$ cat config.mk
export PLATFORM = sky130hd
export DESIGN_NAME = board_datapath_flat
export DESIGN_NICKNAME = d
export VERILOG_FILES = /design/src/rtl/game_pkg.sv /design/src/rtl/board_datapath_if.sv /design/src/rtl/board_datapath_rule_lut.sv /design/src/rtl/board_datapath.sv /design/src/flat_wrapper.sv
export SDC_FILE = /design/constraint.sdc
export NUM_CORES = 1
export LEC_CHECK = 0
export ABC_AREA = 1
export BUFFER_PORTS_ARGS = -buffer_cell sky130_fd_sc_hd__buf_2
export CAP_MARGIN = 20
export CORE_MARGIN = 2
export CORE_UTILIZATION = 51
export DETAILED_ROUTE_END_ITERATION = 6
export GPL_TIMING_DRIVEN = 0
export PLACE_DENSITY = 0.75
export SETUP_SLACK_MARGIN = 0.02
export SLEW_MARGIN = 25
export SYNTH_ARGS = -nofsm -noshare
export SYNTH_HDL_FRONTEND = slang
export SYNTH_SLANG_ARGS = --single-unit
$ cat constraint.sdc
create_clock -name clka -period 1.7 [get_ports clka]
set_input_delay 0.425 -clock clka [delete_from_list [all_inputs] [get_ports clka]]
set_output_delay 0.425 -clock clka [all_outputs]
set_load 0.005 [all_outputs]
$ cat src/rtl/game_pkg.sv
// Shared definitions for the game datapath: state encoding, rule constants, defaults.
package game_pkg;

  localparam int         CELLS_DEF = 8;
  localparam logic [7:0] RULE_90   = 8'd90;
  localparam logic [7:0] RULE_30   = 8'd30;

  typedef enum logic [1:0] {
    DP_IDLE = 2'd0,
    DP_SCAN = 2'd1,
    DP_HOLD = 2'd2
  } dp_state_t;

endpackage

$ cat src/rtl/board_datapath_if.sv
// Strobe interface between the game controller (master) and the board datapath (slave).
interface board_datapath_if #(
  parameter int CELLS = 8,
  parameter int GW    = 9
);
  logic             restart;
  logic             loadData;
  logic [CELLS-1:0] seed;
  logic             readData;
  logic             writeout;
  logic [CELLS-1:0] board;
  logic [GW-1:0]    gen;
  logic             scan_done;
  logic             loseSig;
  logic             proto_err;

  modport master (
    output restart, loadData, seed, readData, writeout,
    input  board, gen, scan_done, loseSig, proto_err
  );

  modport slave (
    input  restart, loadData, seed, readData, writeout,
    output board, gen, scan_done, loseSig, proto_err
  );
endinterface

$ cat src/rtl/board_datapath_rule_lut.sv
// Elementary CA rule lookup: 3-bit {left,self,right} neighbourhood -> next cell value.
module rule_lut
  import game_pkg::*;
#(
  parameter logic [7:0] RULE = RULE_90
) (
  input  logic [2:0] nbr,
  output logic       next
);

  // Rule byte indexed directly by the neighbourhood pattern
  always_comb begin
    next = RULE[nbr];
  end

endmodule

$ cat src/rtl/board_datapath.sv
// Responder datapath for the game controller: 1-D wrap-around CA board,
// evaluated one cell per readData into a shadow buffer, committed on writeout.
module board_datapath
  import game_pkg::*;
#(
  parameter int         CELLS = CELLS_DEF,
  parameter logic [7:0] RULE  = RULE_90,
  parameter int         GW    = 9
) (
  input  logic           clka,
  input  logic           rst_n,
  board_datapath_if.slave bus
);

  localparam int             IW   = (CELLS > 1) ? $clog2(CELLS) : 1;
  localparam logic [IW-1:0]  LAST = IW'(CELLS - 1);

  dp_state_t        state, state_nxt;
  logic [IW-1:0]    idx, idx_l, idx_r;
  logic [CELLS-1:0] work, shadow, board_q;
  logic [GW-1:0]    gen_q;
  logic             scan_done_q, lose_q, perr_q;
  logic             cell_nxt;
  logic             commit, scan_step, scan_last;

  // Neighbour indices with explicit wrap at both ends of the board
  always_comb begin
    idx_l = (idx == LAST) ? '0 : idx + 1'b1;
    idx_r = (idx == '0) ? LAST : idx - 1'b1;
  end

  rule_lut #(.RULE(RULE)) u_lut (
    .nbr  ({work[idx_l], work[idx], work[idx_r]}),
    .next (cell_nxt)
  );

  // Decode the one strobe that wins this cycle (restart > loadData > writeout > readData)
  always_comb begin
    commit    = !bus.restart && !bus.loadData && bus.writeout && (state == DP_HOLD);
    scan_step = !bus.restart && !bus.loadData && !bus.writeout && bus.readData &&
                (state == DP_SCAN);
    scan_last = scan_step && (idx == LAST);
  end

  // State register
  always_ff @(posedge clka or negedge rst_n) begin
    if (!rst_n) state <= DP_IDLE;
    else        state <= state_nxt;
  end

  // Next-state logic
  always_comb begin
    state_nxt = state;
    if (bus.restart)       state_nxt = DP_IDLE;
    else if (bus.loadData) state_nxt = DP_SCAN;
    else if (commit)       state_nxt = DP_SCAN;
    else if (scan_last)    state_nxt = DP_HOLD;
  end

  // Board registers, scan index, generation counter and sticky flags
  always_ff @(posedge clka or negedge rst_n) begin
    if (!rst_n) begin
      work        <= '0;
      shadow      <= '0;
      board_q     <= '0;
      gen_q       <= '0;
      idx         <= '0;
      scan_done_q <= 1'b0;
      lose_q      <= 1'b0;
      perr_q      <= 1'b0;
    end else if (bus.restart) begin
      work        <= '0;
      shadow      <= '0;
      board_q     <= '0;
      gen_q       <= '0;
      idx         <= '0;
      scan_done_q <= 1'b0;
      lose_q      <= 1'b0;
      perr_q      <= 1'b0;
    end else if (bus.loadData) begin
      work        <= bus.seed;
      idx         <= '0;
      scan_done_q <= 1'b0;
    end else if (bus.writeout) begin
      if (commit) begin
        work        <= shadow;
        board_q     <= shadow;
        if (gen_q != '1) gen_q <= gen_q + 1'b1;
        if (shadow == '0) lose_q <= 1'b1;
        scan_done_q <= 1'b0;
      end else begin
        perr_q <= 1'b1;
      end
    end else if (scan_step) begin
      shadow[idx] <= cell_nxt;
      idx         <= scan_last ? '0 : idx + 1'b1;
      if (scan_last) scan_done_q <= 1'b1;
    end
  end

  assign bus.board     = board_q;
  assign bus.gen       = gen_q;
  assign bus.scan_done = scan_done_q;
  assign bus.loseSig   = lose_q;
  assign bus.proto_err = perr_q;

endmodule
$ cat src/flat_wrapper.sv
// flat-port wrapper written by rule: the top's interface ports become plain ports
module board_datapath_flat import game_pkg::*;
#(
  parameter int         CELLS = CELLS_DEF,
  parameter logic [7:0] RULE  = RULE_90,
  parameter int         GW    = 9
)
  (clka, rst_n, bus_restart, bus_loadData, bus_seed, bus_readData, bus_writeout, bus_board, bus_gen, bus_scan_done, bus_loseSig, bus_proto_err);
  board_datapath_if #(.CELLS(CELLS), .GW(GW)) bus_i ();
  input  logic clka;
  input  logic rst_n;
  input wire logic [$bits(bus_i.restart)-1:0] bus_restart;
  input wire logic [$bits(bus_i.loadData)-1:0] bus_loadData;
  input wire logic [$bits(bus_i.seed)-1:0] bus_seed;
  input wire logic [$bits(bus_i.readData)-1:0] bus_readData;
  input wire logic [$bits(bus_i.writeout)-1:0] bus_writeout;
  output wire logic [$bits(bus_i.board)-1:0] bus_board;
  output wire logic [$bits(bus_i.gen)-1:0] bus_gen;
  output wire logic [$bits(bus_i.scan_done)-1:0] bus_scan_done;
  output wire logic [$bits(bus_i.loseSig)-1:0] bus_loseSig;
  output wire logic [$bits(bus_i.proto_err)-1:0] bus_proto_err;
  assign bus_i.restart = bus_restart;
  assign bus_i.loadData = bus_loadData;
  assign bus_i.seed = bus_seed;
  assign bus_i.readData = bus_readData;
  assign bus_i.writeout = bus_writeout;
  assign bus_board = bus_i.board;
  assign bus_gen = bus_i.gen;
  assign bus_scan_done = bus_i.scan_done;
  assign bus_loseSig = bus_i.loseSig;
  assign bus_proto_err = bus_i.proto_err;
  board_datapath #(.CELLS(CELLS), .RULE(RULE), .GW(GW)) u_core (.clka(clka), .rst_n(rst_n), .bus(bus_i));
endmodule
==> results of run 1 <==
[registers in the layout, summed over array words and instances, names as in the netlist]
signal and count:
u_core.bus.board 8, u_core.bus.gen 9, u_core.bus.loseSig 1, u_core.bus.proto_err 1, u_core.bus.scan_done 1, u_core.idx 3, u_core.shadow 8, u_core.state 2
u_core.work 8
[final timing paths]
kind                                         start              endpoint  slack (ns)  cells after the start
worst min-delay path                         rst_n  u_core.bus.scan_done        0.26                      1
min in group clka                      bus_seed[7]        u_core.work[7]        0.47                      5
max in group asynchronous                    rst_n         u_core.idx[0]        0.81                      1
worst max register to register   u_core.bus.gen[0]     u_core.bus.gen[0]       -0.20                     13
worst max-delay path             u_core.bus.gen[0]     u_core.bus.gen[0]       -0.20                     13
worst min register to register  u_core.bus.loseSig    u_core.bus.loseSig        0.52                      2
[kinds of logic after synthesis]
kind of cell               share of synthesized area
AOI/OAI and AO/OA                             0.1081
xor gates and xnor gates                    0.003766
adders and majority gates                    0.03227
buffers and inverters                         0.1114
DFF                                           0.4411
and+or+nand+nor                               0.3034
[power groups by stage]
stage	clock, mW	sequential [mW]	combinational (mW)
2_1_floorplan	0	1.03	0.0985
3_3_place_gp	0	1.03	0.171
3_5_place_dp	0	1.03	0.175
4_1_cts	0.828	1.01	0.201
5_1_grt	0.861	1.01	0.243
6_report	0.828	1.01	0.219
[placed cells by master, fill, tap and decap left out, types with 2 or more instances in the layout]
cell / count
nand4_1: 2
nand2_4: 3
clkbuf_1: 3
inv_2: 10
nand2_1: 71
nor2_2: 5
clkbuf_8: 6
o21ai_1: 12
nand3_1: 24
buf_4: 15
nor4_1: 2
inv_1: 48
buf_2: 34
nor3_1: 2
buf_6: 2
nor2_1: 21
ha_2: 3
o21ai_0: 17
ha_4: 3
a21oi_1: 13
nand2_2: 10
nor3_2: 2
o22ai_1: 2
nand3_2: 12
dfrtp_1: 40
[repair_timing]
item,CTS,global route
pin swaps,8,3
gates cloned,0,0
buffers inserted,11,6
setup endpoints to repair,16,20
resized for setup,34,14
[per-layer routing]
| metal | global-route usage | wire, µm |
|---|---|---|
| met4 | 0.09224 | 127 |
| met2 | 0.4105 | 2960 |
| met1 | 0.3294 | 2553 |
| met5 | 0 | 0 |
| met3 | 0.04360 | 391 |
[per-stage QoR]
stage | area (µm²) | setup TNS, ns | hold slack [ns] | util | cells
final | 2967 | -1.173 | 0.2628 | 0.6767 | 429
after global routing | 2967 | -3.403 | 0.3363 | 0.6767 | 429
after CTS | 2897 | -0.7313 | 0.2965 | 0.6607 | 424
after detailed placement | 2566 | -2.202 | 0.5053 | 0.5853 | 405
after global placement | 2566 | -1.834 | 0.4852 | 0.5853 | 405
after floorplan | 2341 | -0.07057 | 0.1294 | - | 321
[layout make-up]
class,count,area share
Buffer,6,0.01012
Clock buffer,7,0.02910
Clock inverter,1,0.01012
Inverter,61,0.07971
Multi-Input combinational cell,213,0.4057
Sequential cell,41,0.3463
Tap cell,52,0.02193
Timing Repair Buffer,48,0.09701
==> results.py, run 1 <==
metrics = {
    "cells_and_area": {
        "final_nets": 396,
        "fillers": 369,
        "multi_input_area_um2": 1204,
        "drive_gt1_frac": 0.3024,
        "antenna_cells": 0,
        "seqCellArea_um2": 1027,
        "area.growth.synth_to_final_pct": 27.54,
    },
    "global_routing": {
        "grt_pass1_wl_um": 10070,
        "antenna_found_initial": 0,
        "grt_pass1_vias": 2229,
        "grt_max_degree": 42,
        "overflow": 0,
        "grt_usage": 0.2489,
    },
    "yosys": {
        "ys_warn_count": 0,
        "synthCells": 321,
        "synth_edf_count": 0,
        "syn_nets": 341,
        "synth_ff_type": "dfrtp_1",
        "yosys_register_bits": 41,
        "synthDominantCellAreaShare": 0.4411,
        "synth_area_um2": 2326,
        "yosysSeqAreaShare": 0.4411,
        "synth.most_common_cell": "nand2_1",
        "netlist.top_cell.by_area": "dfrtp_1",
        "synth_area_leaders": "dfrtp_1 (44%), nand2_1 (13%), inv_1 (8.4%), nand3_1 (7.3%), o21ai_0 (4.7%)",
        "synthTopCellsByCount": "nand2_1 (79), inv_1 (52), dfrtp_1 (41), nand3_1 (34), nor2_1 (23)",
        "syn_area_per_cell_um2": 7.246,
        "async_flop_share": 1.000,
        "ys_types": 29,
    },
    "drt": {
        "postRouteAntennaNets": 0,
        "post_drt_wl_per_cell_um": 14.07,
        "firstDrtPassIters": 5,
        "wl_um": 6034,
        "vias": 2314,
        "drc": 0,
        "drt_iter0_markers": 142,
        "via_per_inst": 5.394,
    },
    "floorplan": {
        "dieWidth_um": 71.54,
        "die_h_um": 71.54,
        "coreArea_um2": 4384,
        "rows": 24,
        "num_io_pins": 34,
        "die_area_um2": 5117,
        "initial_core_util": 0.5305,
    },
    "sta": {
        "period_needed_ns": 1.897,
        "rsz0062_at_grt": "yes",
        "relSlewSlack": 0.3880,
        "setup_viol": 15,
        "fmax_ghz": 0.5272,
        "finalWorstSetupSlack_ns": -0.1967,
        "drv_slew": 0,
        "hold_violations": 0,
        "worst_slew_pin_slew_ns": 0.9180,
        "period_share": 1.116,
        "finClkSkew_ns": 0.007271,
    },
    "power_and_ir_drop": {
        "seqPwrFrac": 0.492,
        "combinationalPowerShare": 0.106,
        "p_per_area_nw_per_um2": 693.8,
        "total_power_mw": 2.058,
        "internal-power_mw": 1.556,
        "p_sw_uw": 502.4,
        "swShare": 0.2441,
        "clockPowerShare": 0.402,
        "total_leakage_power_nw": 1.541,
        "vdd_drop_max_mv": 0.4318,
    },
    "clocking": {
        "root_buffer": "clkbuf_8",
        "cts_tree": "done",
        "cts_buffers": 5,
        "path_clk_slew_ns": 0.08,
        "cts.hold.buffers_added": 0,
        "htreeDepth": 2,
        "insertion_delay_ns": 0.29,
        "cts.sinks": 41,
        "cts_buffer_depth": 2,
    },
    "setup_path": {
        "worstPathMaxFanout": 7,
        "critPathLaunchType": "flop",
        "worstPathRequired_ns": 1.88,
        "critPathArrivalTime_ns": 2.08,
        "crit_family": "simple AND/OR/NAND/NOR gates",
        "cpPeakStageDelay_ns": 0.37,
        "slowest_stage": "dfrtp_1",
        "critPathKind": "reg -> reg",
        "path_buf_inv": 3,
        "path_cells": "ha_2, nand3_2, nor3_4, nand2_2, nor2_2, ha_2, nand2_2, nand2_4, clkinv_4, buf_4, buf_6, nand3_1, o21ai_1",
        "cp-end-kind": "flop",
    },
    "min_path": {
        "hold_class": "in -> async",
    },
    "placed_design": {
        "port_buffers": 32,
        "gp_congestion": 0.9168,
        "post-place-ws_ns": -0.2048,
        "hpwlAfterDp_um": 4162,
    },
    "run_status": {
        "status": "finished, violations left",
        "violations": "setup timing",
    },
    "run": {
        "maxCapViolCount": 0,
    },
}
(Power assumes the default switching activity.)
==> run 2, diff against run 1 <==
Settings changed: SYNTH_HIERARCHICAL set to 1.
==> results.py, run 2 <==
metrics = {
    "sta": {
        "period_needed_ns": 1.940,
        "worst_slew_pin_slew_ns": 0.9020,
        "whs_ns": 0.2593,
        "finalWorstSetupSlack_ns": -0.2395,
        "period_share": 1.141,
        "setup_viol": 11,
        "rsz0062_at_grt": "yes",
        "drv_slew": 0,
        "hold_violations": 0,
        "relSlewSlack": 0.3987,
        "fmax_ghz": 0.5156,
        "finClkSkew_ns": 0.009961,
    },
    "yosys": {
        "syn_nets": 333,
        "synth_area_um2": 2297,
        "ys_warn_count": 6,
        "synthCells": 313,
        "syn_area_per_cell_um2": 7.339,
    },
    "setup_path": {
        "reg2reg_slack_ns": -0.24,
        "worstPathMaxFanout": 8,
        "critPathLaunchType": "flop",
        "critPathArrivalTime_ns": 2.18,
        "cp-end-kind": "flop",
        "worstPathRequired_ns": 1.94,
        "critPathKind": "reg -> reg",
    },
    "power_and_ir_drop": {
        "p_per_area_nw_per_um2": 727.5,
        "swShare": 0.2273,
        "internal-power_mw": 1.639,
        "clockPowerShare": 0.435,
        "p_sw_uw": 482.1,
        "total_leakage_power_nw": 1.540,
        "vdd_drop_max_mv": 0.5816,
        "seqPwrFrac": 0.477,
        "combinationalPowerShare": 0.088,
    },
    "clocking": {
        "insertion_delay_ns": 0.30,
        "htreeDepth": 2,
        "cts_tree": "done",
        "cts.sinks": 41,
        "path_clk_slew_ns": 0.08,
        "root_buffer": "clkbuf_8",
        "cts_buffers": 5,
        "cts.hold.buffers_added": 0,
        "cts_buffer_depth": 2,
    },
    "cells_and_area": {
        "utilization": 0.6695,
        "final_nets": 386,
        "final_common_cell": "nand2_1",
        "antenna_cells": 0,
        "largest_reg_flops": 9,
        "area.growth.synth_to_final_pct": 26.91,
        "mostFrequentLayoutCells": "nand2_1 (83), nand3_1 (41), dfrtp_1 (39)",
        "drive_gt1_frac": 0.2779,
    },
    "floorplan": {
        "initial_core_util": 0.5276,
        "die_area_um2": 5057,
        "rows": 24,
        "dieWidth_um": 71.12,
        "num_io_pins": 34,
        "die_h_um": 71.12,
        "coreArea_um2": 4354,
    },
    "global_routing": {
        "grt_usage": 0.2399,
        "grt_pass1_wl_um": 9487,
        "grt_pass1_vias": 2023,
        "overflow": 0,
        "antenna_found_initial": 0,
        "grt_max_degree": 42,
    },
    "placed_design": {
        "gp_congestion": 0.8714,
        "hpwlAfterDp_um": 4202,
        "port_buffers": 33,
    },
    "run_status": {
        "violations": "setup timing",
        "status": "finished, violations left",
    },
    "drt": {
        "vias": 2257,
        "postRouteAntennaNets": 0,
        "drc": 0,
        "via_per_inst": 5.387,
        "wl_um": 6068,
        "post_drt_wl_per_cell_um": 14.48,
        "drt_iter0_markers": 177,
        "firstDrtPassIters": 4,
    },
    "min_path": {
        "hold_class": "in -> async",
    },
    "run": {
        "maxCapViolCount": 0,
    },
}
run 2: power groups by stage:
| stage | Clock (mW) | Combinational (mW) | Sequential (mW) |
|---|---|---|---|
| after CTS | 0.937 | 0.180 | 1.01 |
| after detailed placement | 0 | 0.174 | 1.03 |
| final | 0.922 | 0.186 | 1.01 |
| after global routing | 0.976 | 0.208 | 1.02 |
| after floorplan | 0 | 0.106 | 1.03 |
| after global placement | 0 | 0.170 | 1.03 |
run 2: worst paths after layout:
kind,cells after the start,from,to
max,15,u_core/idx[1],u_core/shadow[0]
min,1,rst_n,u_core/shadow[2]
max reg2reg,15,u_core/idx[1],u_core/shadow[0]
min reg2reg,2,u_core/bus.proto_err,u_core/bus.proto_err
max in group asynchronous,1,rst_n,u_core/bus.gen[3]
min in group clka,3,bus_seed[7],u_core/work[7]
run 2: final cells by class:
cell class	count	area [µm²]
Multi-Input combinational cell	227	1225
Clock buffer	5	68.82
Inverter	36	140.1
Buffer	10	67.56
Timing Repair Buffer	45	255.2
Fill cell	382	1439
Clock inverter	3	65.06
Sequential cell	41	1028
Tap cell	52	65.06
run 2: metrics by stage:
stage	std cells	power [mW]	worst slack, ns	TNS (ns)	instance area, µm²
after global placement	398	1.201	-0.2905	-3.531	2567
after detailed placement	398	1.205	-0.3356	-4.269	2567
final	419	2.121	-0.2395	-2.010	2915
after floorplan	313	1.132	-0.07585	-0.6067	2337
after CTS	414	2.130	-0.2256	-1.690	2815
after global routing	419	2.199	-0.3375	-3.243	2915
run 2: per-layer routing:
layer  track usage  vias to the layer above  part of all wire
met1        0.3297                     1049              0.43
met4       0.06918                        0             0.016
met5             0                        -                 0
met3       0.03704                       11             0.058
li1              -                     1128                 -
met2        0.3956                       69              0.49
run 2: critical path: stages, from the launching register on:
cell,delay (ns)
dfrtp_2,0.44
ha_4,0.17
ha_4,0.17
nor2_4,0.16
nand2_1,0.07
o211ai_1,0.09
nand2_1,0.08
nand2_1,0.06
nand2_1,0.07
inv_1,0.05
nand2_1,0.04
nand2_1,0.08
inv_2,0.04
nor2_4,0.20
o21ai_1,0.09
inv_1,0.06
run 2: repair_timing:
action	in CTS	in global routing
endpoints found under the hold margin	0	0
gates cloned	1	1
setup buffers	8	4
endpoints found under the setup margin	17	17
pin swaps	17	22
gates resized for setup	16	25
==> run 3, diff against run 2 <==
Settings changed: BUFFER_PORTS_ARGS -buffer_cell sky130_fd_sc_hd__buf_2 to -buffer_cell sky130_fd_sc_hd__buf_4, CORE_MARGIN 2 to unset.
==> results.py, run 3 (same netlist as run 2, synthesis figures left out) <==
metrics = {
    "run_status": {
        "status": "finished, violations left",
        "violations": "DRC, setup timing",
    },
    "clocking": {
        "insertion_delay_ns": 0.30,
        "root_buffer": "clkbuf_8",
        "cts.sinks": 41,
        "htreeDepth": 2,
        "cts_buffer_depth": 2,
        "path_clk_slew_ns": 0.08,
        "cts_buffers": 5,
        "cts_tree": "done",
        "cts.hold.buffers_added": 0,
    },
    "global_routing": {
        "overflow": 0,
        "grt_pass1_wl_um": 9411,
        "grt_usage": 0.2502,
        "grt_pass1_vias": 1926,
        "grt_max_degree": 42,
        "antenna_found_initial": 0,
    },
    "sta": {
        "setup_viol": 8,
        "worst_slew_pin_slew_ns": 0.5206,
        "finalWorstSetupSlack_ns": -0.1946,
        "period_share": 1.114,
        "hold_violations": 0,
        "finClkSkew_ns": 0.008830,
        "rsz0062_at_grt": "yes",
        "period_needed_ns": 1.895,
        "drv_slew": 0,
        "tns_ns": -1.442,
        "fmax_ghz": 0.5278,
        "relSlewSlack": 0.6529,
    },
    "setup_path": {
        "cp-end-kind": "flop",
        "critPathLaunchType": "flop",
        "regToRegStartpoint": "u_core/idx[0]",
        "critPathKind": "reg -> reg",
        "reg2reg_slack_ns": -0.19,
        "worstPathMaxFanout": 8,
        "r2r_end": "u_core/shadow[6]",
        "critPathArrivalTime_ns": 2.13,
        "rr_worst_depth": 15,
        "worstPathRequired_ns": 1.93,
    },
    "drt": {
        "post_drt_wl_per_cell_um": 13.76,
        "vias": 2178,
        "wl_um": 5698,
        "postRouteAntennaNets": 0,
        "firstDrtPassIters": 7,
        "drt_iter0_markers": 174,
        "via_per_inst": 5.261,
        "drc": 1,
    },
    "placed_design": {
        "hpwlAfterDp_um": 4036,
        "placedCellCount": 398,
        "gp_congestion": 0.8567,
        "port_buffers": 33,
    },
    "power_and_ir_drop": {
        "p_per_area_nw_per_um2": 671.8,
        "combinationalPowerShare": 0.099,
        "vdd_drop_max_mv": 0.4683,
        "p_sw_uw": 485.6,
        "seqPwrFrac": 0.526,
        "internal-power_mw": 1.441,
        "total_leakage_power_nw": 1.492,
        "swShare": 0.2521,
        "clockPowerShare": 0.375,
    },
    "cells_and_area": {
        "mostFrequentLayoutCells": "nand2_1 (90), nand3_1 (43), buf_4 (42)",
        "final_common_cell": "nand2_1",
        "largest_reg_flops": 9,
        "utilization": 0.6586,
        "final_nets": 381,
        "final_cells": 414,
        "drive_gt1_frac": 0.2210,
        "fillers": 391,
        "antenna_cells": 0,
        "area.growth.synth_to_final_pct": 24.84,
    },
    "floorplan": {
        "die_h_um": 69.12,
        "dieWidth_um": 69.12,
        "num_io_pins": 34,
        "rows": 24,
        "die_area_um2": 4777,
        "coreArea_um2": 4354,
        "initial_core_util": 0.5276,
    },
    "min_path": {
        "hold_class": "in -> async",
    },
    "run": {
        "maxCapViolCount": 0,
    },
}
-- run 3: changes by cell type in the layout (fill, tap and decap cells not counted), moves of 3 or more --
cell / delta
nand2_2: -6
o21ai_2: -4
nand2_1: +7
buf_2: -33
buf_4: +29
o21ai_0: +3
-- run 3: power by group through the flow --
stage | clock [mW] | combinational [mW] | sequential [mW]
floorplan | 0 | 0.106 | 1.03
global placement | 0 | 0.180 | 1.03
detailed placement | 0 | 0.182 | 1.03
CTS | 0.745 | 0.190 | 1.01
global route | 0.768 | 0.213 | 1.02
finish | 0.723 | 0.191 | 1.01
-- run 3: cell type report --
type | instances | area, µm² | area share
repair buffers | 41 | 307.8 | 0.1073
flip-flops and latches | 41 | 1028 | 0.3586
multi-input cells | 226 | 1156 | 0.4031
plain buffers | 10 | 67.56 | 0.02356
clock inverters | 1 | 8.758 | 0.003054
well taps | 52 | 65.06 | 0.02269
inverters | 36 | 137.6 | 0.04799
clock buffers | 7 | 96.34 | 0.03360
-- run 3: worst max-delay path, stage by stage, from the launching register on --
cell	delay, ns
dfrtp_1	0.42
buf_6	0.14
inv_4	0.08
ha_4	0.13
nand2_2	0.08
nand2_1	0.15
nand2_1	0.06
nand3_1	0.07
nand3_1	0.08
nand2_1	0.09
nand2_1	0.05
nand2_1	0.07
inv_2	0.04
nor2_4	0.19
o21ai_1	0.11
inv_1	0.06
-- run 3: metal layers --
metal	global-route usage	up-vias	wire (µm)
li1	-	1114	-
met4	0.08617	0	104
met3	0.04971	8	295
met2	0.3830	75	2602
met1	0.3548	981	2696
met5	0	-	0
-- run 3: repair_timing --
item                                    4_1_cts  5_1_grt
endpoints found under the setup margin       17       17
gates resized for setup                      15        2
buffers inserted                              8        0
gates cloned                                  1        0
pin swaps                                    13        4
-- run 3: how the worst max path moves through the flow --
stage / from / end / slack [ns] / cells after the start
after floorplan: u_core/idx[1] / u_core/shadow[0] / -0.08 / 16
after global placement: u_core/idx[1] / u_core/shadow[6] / -0.28 / 15
after detailed placement: u_core/idx[1] / u_core/shadow[4] / -0.28 / 15
after CTS: u_core/idx[1] / u_core/shadow[4] / -0.17 / 15
after global routing: u_core/idx[1] / u_core/shadow[5] / -0.38 / 15
final: u_core/idx[0] / u_core/shadow[6] / -0.19 / 15
-- run 3: through the flow --
step                      instance area [µm²]  hold WS [ns]  total power, mW  worst slack, ns
after CTS                                2864        0.1094            1.949          -0.1735
final                                    2868       0.09439            1.927          -0.1946
after global routing                     2868        0.1370            1.997          -0.3819
after detailed placement                 2650        0.4434            1.214          -0.2781
after floorplan                          2337        0.1294            1.132         -0.07585
after global placement                   2650        0.4414            1.213          -0.2758
